[config.mk]
export PLATFORM = sky130hd
export DESIGN_NAME = pixel_downsampler_flat
export DESIGN_NICKNAME = d
export VERILOG_FILES = /design/src/rtl/mnist_img_pkg.sv /design/src/rtl/pixel_downsampler_if.sv /design/src/rtl/col_accum_bank.sv /design/src/rtl/pixel_downsampler.sv /design/src/flat_wrapper.sv
export SDC_FILE = /design/constraint.sdc
export NUM_CORES = 1
export LEC_CHECK = 0
export BUFFER_PORTS_ARGS = -buffer_cell sky130_fd_sc_hd__buf_2
export CAP_MARGIN = 20
export CORE_ASPECT_RATIO = 1.2
export CORE_MARGIN = 2
export CORE_UTILIZATION = 65
export DETAILED_ROUTE_END_ITERATION = 8
export PLACE_DENSITY = 0.9
export SKIP_CTS_REPAIR_TIMING = 1
export SYNTH_ARGS = -nofsm -noshare
export SYNTH_HDL_FRONTEND = slang
export SYNTH_HIERARCHICAL = 1
export SYNTH_SLANG_ARGS = --single-unit
[constraint.sdc]
create_clock -name iCLK -period 36.9 [get_ports iCLK]
set_clock_uncertainty 0.1 [all_clocks]
set_input_delay 7.38 -clock iCLK [delete_from_list [all_inputs] [get_ports iCLK]]
set_output_delay 7.38 -clock iCLK [all_outputs]
set_load 0.005 [all_outputs]
[src/rtl/mnist_img_pkg.sv]
// Shared constants and types for the 28x28 classifier image path.
package mnist_img_pkg;

  localparam int unsigned IMG_DIM    = 28;
  localparam int unsigned IMG_PIXELS = IMG_DIM * IMG_DIM;
  localparam int unsigned ADDR_W     = 10;
  localparam int unsigned PIX_W      = 8;
  localparam int unsigned COORD_W    = 10;
  localparam int unsigned BLK_W      = 5;

  typedef logic [PIX_W-1:0] pix_t;

  typedef enum logic [1:0] {
    IDLE,
    ARMED,
    CAPTURE,
    DONE
  } ds_state_t;

  // Row-major RAM address of block (by, bx).
  function automatic logic [ADDR_W-1:0] blk_addr(input logic [BLK_W-1:0] by,
                                                 input logic [BLK_W-1:0] bx);
    return ADDR_W'(by) * ADDR_W'(IMG_DIM) + ADDR_W'(bx);
  endfunction

endpackage

[src/rtl/pixel_downsampler_if.sv]
// Pixel stream in, classifier RAM write port and status out.
interface pixel_downsampler_if;
  import mnist_img_pkg::*;

  logic               iSTART;
  logic               iFRAME_START;
  logic               iPIX_VALID;
  logic [COORD_W-1:0] iX;
  logic [COORD_W-1:0] iY;
  pix_t               iPIX;
  logic               oWR_EN;
  logic [ADDR_W-1:0]  oWR_ADDR;
  pix_t               oWR_DATA;
  logic               oBUSY;
  logic               oDONE;

  modport master (
    output iSTART, iFRAME_START, iPIX_VALID, iX, iY, iPIX,
    input  oWR_EN, oWR_ADDR, oWR_DATA, oBUSY, oDONE
  );

  modport slave (
    input  iSTART, iFRAME_START, iPIX_VALID, iX, iY, iPIX,
    output oWR_EN, oWR_ADDR, oWR_DATA, oBUSY, oDONE
  );

endinterface

[src/rtl/col_accum_bank.sv]
// One accumulator per output column; a block's first pixel reloads its slot,
// so no clear cycle is needed between block rows.
module col_accum_bank
  import mnist_img_pkg::*;
#(
  parameter int unsigned  SCALE = 8,
  localparam int unsigned ACC_W = PIX_W + 2 * $clog2(SCALE)
) (
  input  logic             iCLK,
  input  logic             iRST,
  input  logic             load_i,
  input  logic             add_i,
  input  logic [BLK_W-1:0] bx_i,
  input  pix_t             pix_i,
  output logic [ACC_W-1:0] sum_o
);

  logic [ACC_W-1:0] acc_q [IMG_DIM];
  logic [ACC_W-1:0] acc_d [IMG_DIM];

  assign sum_o = acc_q[bx_i] + ACC_W'(pix_i);

  always_comb begin
    acc_d = acc_q;
    if (load_i) begin
      acc_d[bx_i] = ACC_W'(pix_i);
    end else if (add_i) begin
      acc_d[bx_i] = sum_o;
    end
  end

  always_ff @(posedge iCLK or posedge iRST) begin
    if (iRST) begin
      for (int i = 0; i < int'(IMG_DIM); i++) begin
        acc_q[i] <= '0;
      end
    end else begin
      acc_q <= acc_d;
    end
  end

endmodule

[src/rtl/pixel_downsampler.sv]
// Crops a 28*SCALE window from the VGA pixel stream, box-averages each
// SCALE x SCALE block and writes the 28x28 result into the classifier RAM.
module pixel_downsampler
  import mnist_img_pkg::*;
#(
  parameter int unsigned X0    = 208,
  parameter int unsigned Y0    = 128,
  parameter int unsigned SCALE = 8
) (
  input logic                iCLK,
  input logic                iRST,
  pixel_downsampler_if.slave bus
);

  localparam int unsigned SH    = $clog2(SCALE);
  localparam int unsigned WIN   = IMG_DIM * SCALE;
  localparam int unsigned ACC_W = PIX_W + 2 * SH;
  localparam int unsigned XW    = COORD_W + 1;

  ds_state_t         state_q, state_d;
  logic              wr_en_q, wr_en_d;
  logic [ADDR_W-1:0] wr_addr_q, wr_addr_d;
  pix_t              wr_data_q, wr_data_d;

  logic [XW-1:0]      x_ext, y_ext;
  logic [COORD_W-1:0] dx, dy;
  logic [BLK_W-1:0]   bx, by;
  logic               in_win, cap_go, hit;
  logic               first_px, last_px;
  logic               acc_load, acc_add;
  logic [ACC_W-1:0]   blk_sum;

  // Window decode and block offsets.
  always_comb begin
    x_ext    = {1'b0, bus.iX};
    y_ext    = {1'b0, bus.iY};
    in_win   = bus.iPIX_VALID &&
               (x_ext >= XW'(X0)) && (x_ext < XW'(X0 + WIN)) &&
               (y_ext >= XW'(Y0)) && (y_ext < XW'(Y0 + WIN));
    dx       = bus.iX - COORD_W'(X0);
    dy       = bus.iY - COORD_W'(Y0);
    bx       = BLK_W'(dx >> SH);
    by       = BLK_W'(dy >> SH);
    first_px = (dx[SH-1:0] == '0) && (dy[SH-1:0] == '0);
    last_px  = (&dx[SH-1:0]) && (&dy[SH-1:0]);
    // A frame start in ARMED opens the capture for the coincident pixel too.
    cap_go   = (state_q == CAPTURE) || ((state_q == ARMED) && bus.iFRAME_START);
    hit      = cap_go && in_win;
    acc_load = hit && first_px;
    acc_add  = hit && !first_px;
  end

  col_accum_bank #(
    .SCALE (SCALE)
  ) u_bank (
    .iCLK   (iCLK),
    .iRST   (iRST),
    .load_i (acc_load),
    .add_i  (acc_add),
    .bx_i   (bx),
    .pix_i  (bus.iPIX),
    .sum_o  (blk_sum)
  );

  always_comb begin
    wr_en_d   = hit && last_px;
    wr_addr_d = wr_addr_q;
    wr_data_d = wr_data_q;
    if (wr_en_d) begin
      wr_addr_d = blk_addr(by, bx);
      wr_data_d = PIX_W'(blk_sum >> (2 * SH));
    end
  end

  always_comb begin
    state_d = state_q;
    unique case (state_q)
      IDLE:    if (bus.iSTART) state_d = ARMED;
      ARMED:   if (bus.iFRAME_START) state_d = CAPTURE;
      // A frame start takes priority: the old pass is abandoned without oDONE.
      CAPTURE: if (!bus.iFRAME_START && wr_en_q &&
                   (wr_addr_q == ADDR_W'(IMG_PIXELS - 1))) state_d = DONE;
      DONE:    state_d = IDLE;
      default: state_d = IDLE;
    endcase
  end

  always_ff @(posedge iCLK or posedge iRST) begin
    if (iRST) begin
      state_q   <= IDLE;
      wr_en_q   <= 1'b0;
      wr_addr_q <= '0;
      wr_data_q <= '0;
    end else begin
      state_q   <= state_d;
      wr_en_q   <= wr_en_d;
      wr_addr_q <= wr_addr_d;
      wr_data_q <= wr_data_d;
    end
  end

  assign bus.oWR_EN   = wr_en_q;
  assign bus.oWR_ADDR = wr_addr_q;
  assign bus.oWR_DATA = wr_data_q;
  assign bus.oBUSY    = (state_q == ARMED) || (state_q == CAPTURE);
  assign bus.oDONE    = (state_q == DONE);

endmodule

[src/flat_wrapper.sv]
// flat-port wrapper written by rule: the top's interface ports become plain ports
module pixel_downsampler_flat import mnist_img_pkg::*;
#(
  parameter int unsigned X0    = 208,
  parameter int unsigned Y0    = 128,
  parameter int unsigned SCALE = 8
)
  (iCLK, iRST, bus_iSTART, bus_iFRAME_START, bus_iPIX_VALID, bus_iX, bus_iY, bus_iPIX, bus_oWR_EN, bus_oWR_ADDR, bus_oWR_DATA, bus_oBUSY, bus_oDONE);
  pixel_downsampler_if bus_i ();
  input logic iCLK;
  input logic iRST;
  input wire logic [$bits(bus_i.iSTART)-1:0] bus_iSTART;
  input wire logic [$bits(bus_i.iFRAME_START)-1:0] bus_iFRAME_START;
  input wire logic [$bits(bus_i.iPIX_VALID)-1:0] bus_iPIX_VALID;
  input wire logic [$bits(bus_i.iX)-1:0] bus_iX;
  input wire logic [$bits(bus_i.iY)-1:0] bus_iY;
  input wire logic [$bits(bus_i.iPIX)-1:0] bus_iPIX;
  output wire logic [$bits(bus_i.oWR_EN)-1:0] bus_oWR_EN;
  output wire logic [$bits(bus_i.oWR_ADDR)-1:0] bus_oWR_ADDR;
  output wire logic [$bits(bus_i.oWR_DATA)-1:0] bus_oWR_DATA;
  output wire logic [$bits(bus_i.oBUSY)-1:0] bus_oBUSY;
  output wire logic [$bits(bus_i.oDONE)-1:0] bus_oDONE;
  assign bus_i.iSTART = bus_iSTART;
  assign bus_i.iFRAME_START = bus_iFRAME_START;
  assign bus_i.iPIX_VALID = bus_iPIX_VALID;
  assign bus_i.iX = bus_iX;
  assign bus_i.iY = bus_iY;
  assign bus_i.iPIX = bus_iPIX;
  assign bus_oWR_EN = bus_i.oWR_EN;
  assign bus_oWR_ADDR = bus_i.oWR_ADDR;
  assign bus_oWR_DATA = bus_i.oWR_DATA;
  assign bus_oBUSY = bus_i.oBUSY;
  assign bus_oDONE = bus_i.oDONE;
  pixel_downsampler #(.X0(X0), .Y0(Y0), .SCALE(SCALE)) u_core (.iCLK(iCLK), .iRST(iRST), .bus(bus_i));
endmodule
==> results_dict.tcl <==
set metrics [dict create \
    status "finished, final reports clean" \
    yosysUniqueCellTypes 64 \
    drt_wl_total_mm 54.0 \
    hold_path.class "reg -> reg" \
    setup-tns-final_ps 0 \
    viasPerCell 7.00 \
    cp.depth 20 \
    r2r_setup_slack_ps 32150 \
    slew_viol_final 0 \
    min_period_ps 13220 \
    initial_utilization 0.656 \
    cts-htree-levels 2 \
    fin_crit_sh 0.358 \
    clock.fmax_mhz 75.7 \
    synthAdderAreaFrac 0.0255 \
    avgSynthCellArea_sq_um 11.3 \
    startpoint "bus_iX[4]" \
    drive_above_1_share 0.170 \
    rows 69 \
    grt-ovfl-total 0 \
    syn_area_sq_um 19300 \
    dieArea_sq_um 31000 \
    dr.max_layer_used "met5" \
    leakage_uw 0.00975 \
    grt_max_degree 203 \
    yosysWarnings 6 \
    ios 54 \
    ctsLongestPathBuffers 3 \
    cts-root-buf "clkbuf_16" \
    dpl.hpwl_mm 31.2 \
    cpPeakStageDelay_ps 820 \
    gp_congestion 0.963 \
    antenna_found_initial 1 \
    peakVddDrop_uv 39.8 \
    timing.rr.start "u_core/u_bank/acc_q[225]$_DFFE_PP0P_" \
    ys_seq_elements 413 \
    cp_cell_sequence "buf_2 > inv_6 > ha_1 > xnor2_2 > buf_4 > inv_1 > nor3b_1 > a22oi_1 > o211ai_1 > ha_1 > inv_1 > fa_1 > nor2b_1 > o21ai_0 > a21boi_0 > o21ai_0 > a21boi_0 > xor2_1 > nand2_1 > o21ai_0" \
    synth-compound-area-share 0.157 \
    synthCells 1709 \
    setup_viol 0 \
    synth-seq-area-share 0.537 \
    num_vias 14900 \
    track_usage 0.355 \
    yosysTopAreaCell "dfrtp_1" \
    syn-num-nets 1777 \
    min_from "u_core/u_bank/acc_q[283]$_DFFE_PP0P_" \
    path_max_fanout 41 \
    met3RoutedLength_mm 6.02 \
    synthTopCellsByArea "dfrtp_1, mux4_2, o21ai_0" \
    layout_commonest_cell "dfrtp_1" \
    critPathKind "in -> reg" \
    worstReg2RegEnd "u_core/u_bank/acc_q[63]$_DFFE_PP0P_" \
    ff2ff_path_depth 14 \
    cts_num_sinks 413 \
    mostFrequentLayoutCells "dfrtp_1, nand2_1, o21ai_0" \
    cp_num_buf_inv 5 \
    io_buffers 53 \
    timing_hold_violations_final 0 \
    drtAntennaViolNets 0 \
    grt_pass1_wl_mm 83.9 \
    synthMuxAreaShare 0.142 \
    cts-buffers-inserted 40 \
    cp-start-kind "primary input" \
    area_growth_pct 9.77 \
    nNetsFinal 1770 \
    p_per_area_nw_per_um2 48.1 \
    crit_required_ps 37220 \
    tritoncts "done" \
    rsz0062_at_grt "false" \
    synth-async-reset-ratio 1.00 \
    cpMostUsedCell "o21ai_0" \
    dpl.cell_count 2049 \
    maxCapViolCount 0 \
    wl_met1_mm 18.6 \
    wl_per_cell_um 25.4 \
    drc_errors 0 \
    synthXorXnorAreaFrac 0.00819 \
    wl_met2_mm 24.7 \
    final_cell_count_no_fill 2124 \
    fp.dieW_um 161 \
    critPathCaptureType "flop" \
    crit_arrival_ps 13540 \
    yosysTopAreaCellShare 0.537 \
    ys.flop_type "dfrtp_1" \
    whs_endpoint "u_core/u_bank/acc_q[283]$_DFFE_PP0P_" \
    tightest_slew_ps 1160 \
    worst_hold_path.num_cells 2 \
    core_area_sq_um 29400 \
    first_pass_iters 7 \
    crit_slowest_cell "nor3b_1" \
    antenna_cells 0 \
    synth_edf_count 0 \
    clk_pin_slew_worst_paths_ps 60 \
    relSlewSlack 0.227 \
    clock_latency_ps 560 \
    synthSimpleGateAreaFrac 0.0949 \
    die_height_um 193 \
    path_delay_family "compound AO/OA/AOI/OAI gates" \
    drt-initial-drc-count 2030 \
    synth_top_family_by_area "compound AO/OA/AOI/OAI gates" \
    grt_pass1_vias 15300 \
]
[worst reg2reg max path, cell delays in order (launching register included)]
cell      delay, ps
dfrtp_1         390
mux4_2          490
mux4_2          560
mux2i_1         250
inv_1            80
ha_1            310
a21o_1          170
a21oi_1         280
o21a_1          230
o21bai_1        110
a21oi_1         180
xnor2_1         260
mux2i_2         690
buf_4           330
o21ai_0         130
[routing by layer]
metal	vias up	global-route usage
met5	-	0
met4	2	0.255
met3	388	0.101
met2	1130	0.549
met1	7253	0.433
li1	6092	-
[worst max path at each step]
stage                                                      end
after floorplan             u_core/u_bank/acc_q[0]$_DFFE_PP0P_
after global placement    u_core/u_bank/acc_q[300]$_DFFE_PP0P_
after global routing      u_core/u_bank/acc_q[204]$_DFFE_PP0P_
after CTS                  u_core/u_bank/acc_q[34]$_DFFE_PP0P_
after detailed placement  u_core/u_bank/acc_q[160]$_DFFE_PP0P_
final                     u_core/u_bank/acc_q[302]$_DFFE_PP0P_
[report_power, final]
group | switching (uW) | internal, uW
logic | 73.6 | 39.5
clock network | 175 | 249
registers | 10.2 | 469
total | 259 | 757
[flip-flops by register name (all words and copies together) (netlist names)]
register / cells
u_core/bus.oWR_ADDR: 10
u_core/bus.oWR_DATA: 8
u_core/bus.oWR_EN: 1
u_core/state_q: 2
u_core/u_bank/acc_q: 392
[through the flow]
step | setup WS (ps) | area (sq um) | total power, uW | hold WS, ps | utilization
final | 23680 | 21100 | 1020 | 377 | 0.720
after global routing | 23350 | 21100 | 1050 | 400 | 0.720
after CTS | 23830 | 21100 | 1010 | 379 | 0.720
after detailed placement | 23570 | 19800 | 593 | 365 | 0.673
after global placement | 23960 | 19800 | 587 | 355 | 0.673
after floorplan | 18520 | 19300 | 560 | 344 | -
[cells by family after synthesis]
kind of cell               after synthesis
AOI/OAI and AO/OA                      483
xor gates and xnor gates                18
adders and majority gates               35
buffers and inverters                  167
DFF                                    413
muxes                                  153
and+or+nand+nor                        440
[cells in the mapped netlist (6+ instances only)]
master / instances
nor2_1: 58
o221ai_1: 6
nand2_1: 327
clkbuf_1: 93
mux4_2: 91
o21ai_0: 297
buf_2: 23
ha_1: 28
mux2_2: 20
a22o_1: 112
inv_1: 36
nand4_1: 6
a22oi_1: 13
mux2i_1: 36
o22ai_1: 8
nand3_1: 6
a21oi_1: 12
xnor2_1: 13
fa_1: 7
buf_1: 6
nor2b_1: 7
mux2_4: 6
dfrtp_1: 413
[final cells by class]
type	count	area (sq um)
sequential	413	10300
tap	390	488
clock buffer	62	1250
inverter	37	151
timing repair buffer	81	494
fill	1829	8220
clock inverter	12	120
multi-input combinational	1129	8290
Power figures use the tool's default switching activity.
